$ cat config.mk
export PLATFORM = sky130hd
export DESIGN_NAME = apc_stim_sink
export DESIGN_NICKNAME = d
export VERILOG_FILES = /design/src/rtl/apc_stim_sink.sv
export SDC_FILE = /design/constraint.sdc
export NUM_CORES = 2
export LEC_CHECK = 0
export BUFFER_PORTS_ARGS = -buffer_cell sky130_fd_sc_hd__buf_2
export CAP_MARGIN = 0
export CORE_AREA = 2 2 562 564
export CTS_BUF_LIST = sky130_fd_sc_hd__clkbuf_2 sky130_fd_sc_hd__clkbuf_4 sky130_fd_sc_hd__clkbuf_8
export DETAILED_ROUTE_END_ITERATION = 10
export DIE_AREA = 0 0 564 566
export HOLD_SLACK_MARGIN = 0.02
export PLACE_DENSITY = 0.66
export SLEW_MARGIN = 20
export SYNTH_ARGS = -nofsm -noshare
export SYNTH_HDL_FRONTEND = slang
export SYNTH_SLANG_ARGS = --single-unit
$ cat constraint.sdc
create_clock -name clk -period 15.82 [get_ports clk]
set_clock_uncertainty 0.05 [all_clocks]
set_input_delay 1.582 -clock clk [delete_from_list [all_inputs] [get_ports clk]]
set_output_delay 1.582 -clock clk [all_outputs]
set_load 0.02 [all_outputs]
$ cat src/rtl/apc_stim_sink.sv
// apc_stim_sink: APC complex-sample capture FIFO replayed on ready/valid; APC_SINK_PWR_EN adds the pwr_acc power accumulator
module apc_stim_sink #(
  parameter int DATA_BITS  = 32,
  parameter int FIFO_DEPTH = 64,
  parameter int LEN_BITS   = 16
) (
  input  logic                 clk,
  input  logic                 rst,
  input  logic [DATA_BITS-1:0] in_data_re,
  input  logic [DATA_BITS-1:0] in_data_im,
  input  logic                 in_valid,
  input  logic                 arm,
  input  logic [LEN_BITS-1:0]  capture_len,
  output logic [DATA_BITS-1:0] out_data_re,
  output logic [DATA_BITS-1:0] out_data_im,
  output logic                 out_valid,
  input  logic                 out_ready,
  output logic                 capturing,
  output logic                 done,
  output logic                 overflow,
  output logic [LEN_BITS-1:0]  sample_cnt,
`ifdef APC_SINK_PWR_EN
  output logic [2*DATA_BITS+LEN_BITS-1:0] pwr_acc,
`endif
  output logic [LEN_BITS-1:0]  drop_cnt
);
  localparam int AW = $clog2(FIFO_DEPTH);
  typedef enum logic [1:0] {IDLE, CAPTURE, DONE} state_t;
  state_t r_state, w_next;
  logic [2*DATA_BITS-1:0] r_mem [FIFO_DEPTH];
  logic [AW-1:0] r_wr, r_rd;
  logic [AW:0] r_cnt;
  logic [LEN_BITS-1:0] r_len, r_smp, r_drop;
  logic r_ovf, w_full, w_pop, w_push, w_drop, w_last;
  assign w_full = r_cnt == (AW+1)'(FIFO_DEPTH);
  assign out_valid = r_cnt != '0;
  assign w_pop = out_valid && out_ready;
  assign w_push = r_state == CAPTURE && in_valid && !arm && (!w_full || w_pop);
  assign w_drop = r_state == CAPTURE && in_valid && !arm && !w_push;
  assign w_last = w_push && (r_smp + LEN_BITS'(1)) == r_len;
  assign {out_data_im, out_data_re} = out_valid ? r_mem[r_rd] : '0;
  assign capturing = r_state == CAPTURE;
  assign done = r_state == DONE;
  assign overflow = r_ovf;
  assign sample_cnt = r_smp;
  assign drop_cnt = r_drop;
  always_comb w_next = arm ? (capture_len == '0 ? DONE : CAPTURE) : (w_last ? DONE : r_state);
  always_ff @(posedge clk)
    if (rst) r_state <= IDLE;
    else r_state <= w_next;
  always_ff @(posedge clk)
    if (w_push) r_mem[r_wr] <= {in_data_im, in_data_re};
  always_ff @(posedge clk)
    if (rst || arm) begin
      r_wr <= '0;
      r_rd <= '0;
      r_cnt <= '0;
      r_smp <= '0;
      r_drop <= '0;
      r_ovf <= 1'b0;
      r_len <= rst ? '0 : capture_len;
    end else begin
      r_cnt <= r_cnt + (AW+1)'(w_push) - (AW+1)'(w_pop);
      if (w_push) r_wr <= r_wr + AW'(1);
      if (w_push) r_smp <= r_smp + LEN_BITS'(1);
      if (w_pop) r_rd <= r_rd + AW'(1);
      if (w_drop) r_ovf <= 1'b1;
      if (w_drop && r_drop != '1) r_drop <= r_drop + LEN_BITS'(1);
    end
`ifdef APC_SINK_PWR_EN
  localparam int PW = 2*DATA_BITS+LEN_BITS;
  logic signed [2*DATA_BITS-1:0] w_re_x, w_im_x, w_re2, w_im2;
  logic [2*DATA_BITS-1:0] r_sq;
  logic r_sq_v;
  logic [PW-1:0] r_acc;
  logic [PW:0] w_sum;
  assign w_re_x = (2*DATA_BITS)'($signed(in_data_re));
  assign w_im_x = (2*DATA_BITS)'($signed(in_data_im));
  assign w_re2 = w_re_x * w_re_x;
  assign w_im2 = w_im_x * w_im_x;
  assign w_sum = {1'b0, r_acc} + (PW+1)'(r_sq);
  assign pwr_acc = r_acc;
  always_ff @(posedge clk)
    if (rst || arm) begin
      r_sq <= '0;
      r_sq_v <= 1'b0;
      r_acc <= '0;
    end else begin
      r_sq <= w_re2 + w_im2;
      r_sq_v <= w_push;
      if (r_sq_v) r_acc <= w_sum[PW] ? '1 : w_sum[PW-1:0];
    end
`endif
endmodule

==> key figures <==
Clock tree
  • Clock root cell: clkbuf_8
  • Clock sink count: 4172
  • Setup Buffers After CTS: 0
  • Clock latency on the worst-skew pair: 1190 ps
  • CTS tree: built
  • Clock Tree Buf Depth: 4
  • # hold bufs at CTS: 0
  • CTS clk-pin slew, worst paths: 60 ps
  • Post-CTS sizing: 0
  • Inserted Clock Buffers: 644
  • H-tree depth: 6

Synthesis
  • Synth area leaders: edfxtp_1, mux4_2, dfxtp_1
  • Share of the synthesized area in the top cell type: 77.7%
  • Synth top cells by count: edfxtp_1, mux4_2, clkbuf_1, inv_1, nor2_1
  • Post-synth EDFFs: 4112
  • Ys Warns: 0
  • Register bit count reported by yosys: 4172
  • Post-synthesis cell type count: 53
  • Share of synthesized flip-flops with an asynchronous set or reset: 0%
  • Syn Nets: 6586
  • Seq/Total Area, Yosys: 78.4%
  • Top-count cell post-synth: edfxtp_1
  • Post-synthesis cell count: 6488
  • Post-synth top flop: edfxtp_1
  • Syn Std Cell Area: 159000 sq um
  • Synth Area per Inst: 24.5 sq um
  • Cell taking the most area after synthesis: edfxtp_1

STA
  • Final worst slack: 7230 ps
  • Slew @ Worst Pin: 1140 ps
  • RSZ-0062 raised after global routing: no
  • Fmax: 116 MHz
  • Hold Vio Cnt, Final: 0
  • Rel. slew slack: 24.1%
  • Final Critical Period: 8590 ps
  • Final setup vio count: 0
  • Fin crit share: 54.3%
  • Final max-slew violation count: 0
  • Setup TNS: 0 ps

Power and ir drop
  • Lkg Pwr: 0.0540 uW
  • PwrDens: 130 nW/um^2
  • Worst vdd ir: 132 uV

Final layout
  • Final #Nets: 7268
  • Fin cells: 11828
  • Layout area overhead: 12.0%
  • Share of layout cells above drive strength 1: 35.4%

Worst setup path
  • Worst setup EP type: output pin
  • CP max stage cell: dfxtp_4
  • Worst EP required: 14190 ps
  • Worst setup SP type: flip-flop
  • CP arrival: 6950 ps
  • Critical path peak fanout: 54
  • Critical Path, Cell by Cell: buf_4, buf_4, buf_4, buf_4, mux4_2, mux4_2, nor2b_1, a21oi_1, o221ai_1, buf_2
  • CP peak stage delay: 950 ps
  • Reg2Reg Depth: 10
  • WS Path Type: flip-flop to output pin
  • Cell mode on critical path: buf_4

Placed design
  • Final Wtd Congestion: 0.793
  • Placement Setup Slack: 8200 ps
  • Placed cell count: 10681
  • Post-DP HPWL: 211000 um
  • Port Buffer Count: 184

Min path
  • Type of the tightest min-delay check: flip-flop to flip-flop
  • Cell depth of the worst hold path: 2

Floorplanning
  • Core ar.: 313000 sq um
  • Row cnt: 206
  • # IOs: 185
  • Initial Utilization: 50.7%
  • Die Footprint: 319000 sq um
  • Die Span Y: 566 um
  • Die Wd: 564 um

Status
  • Status: finished clean

Global routing
  • Total congestion overflow: 0
  • Number of antenna violations at the first check in global routing: 37
  • Global-route wire length before repair: 577000 um
  • Pin count of the biggest net entering global routing: 119
  • GR Util All Layers: 25.7%
  • Vias in the first global route: 77783

Drt
  • Final antenna-violating net count: 0
  • Drt first pass iters: 6
  • Routed wire length: 412000 um
  • Via density per instance: 6.44
  • DR WL/cell: 34.8 um
  • Via count: 76141
  • Drc violations: 0
  • DRT iter0 DRCs: 11037

Flow run
  • Number of max-cap violations: 0
[critical path, delay by kind of cell (launching register included)]
| family | cells | cell delay [ps] |
|---|---|---|
| buffers and inverters | 5 | 3240 |
| flip-flops | 1 | 950 |
| multiplexers | 2 | 880 |
| AO/OA/AOI/OAI | 2 | 440 |
| AND/OR/NAND/NOR | 1 | 150 |
[where the power goes]
group          total (uW)  internal, uW  switching, uW
clock network        8660          4480           4180
logic                2250           965           1290
registers           12200         12200           24.3
[cell type report]
class / instances / area [sq um]
fill: 22560 / 135000
sequential: 4172 / 125000
multi-input combinational: 1842 / 32800
clock buffer: 870 / 10600
tap: 4160 / 5200
timing repair buffer: 370 / 2520
clock inverter: 265 / 1710
inverter: 140 / 526
antenna: 9 / 22.5
[final timing paths]
path	startpoint	endpoint	slack [ps]
hold reg to reg	overflow	overflow	390
hold / removal	overflow	overflow	390
setup / recovery	flip-flop	out_data_im[13]	7230
setup reg to reg	r_cnt[4]	r_mem[37][62]	10060
[cell usage in the layout, fill, tap and decap left out, types with 10 or more instances in the layout]
cell type,n
ha_1,12
inv_6,13
clkinv_2,50
xor2_1,35
nand2_1,27
buf_2,165
xnor2_1,29
clkinv_8,13
mux4_2,1280
clkbuf_8,649
inv_8,11
a21oi_1,74
edfxtp_1,4112
buf_4,191
nand3_1,13
nor2b_1,84
nor2_4,65
clkbuf_4,221
inv_1,139
clkinv_1,153
inv_12,11
buf_12,10
nor2_1,61
o221ai_1,64
dfxtp_1,56
nand4_1,17
[stage by stage]
step	hold WS (ps)	util [%]	area, sq um	total power (uW)
after floorplan	418	-	159000	13900
after global placement	389	52.9	166000	14700
after detailed placement	388	52.9	166000	14700
after CTS	400	56.8	178000	23300
after global routing	447	56.8	178000	23800
final	395	56.8	178000	23100
[cell families after synthesis]
group / share of synthesized area (%)
simple gates: 1.02
buf+inv: 1.26
mux: 18.1
compound gates: 0.711
xor+xnor: 0.353
flops: 78.4
fa+ha+maj: 0.107
[sequential cells by signal (all words and copies together) (netlist names), named ones only]
register	cells
r_cnt	7
r_len	16
r_rd	6
r_state	2
r_wr	6
drop_cnt	16
overflow	1
r_mem	4096
sample_cnt	16
[routing by layer]
layer / routed length, um / GRT usage (%)
met1: 161000 / 37.1
met2: 201000 / 40.9
met3: 39600 / 4.39
met4: 10700 / 7.33
met5: 138 / 0
Power figures use the tool's default switching activity.
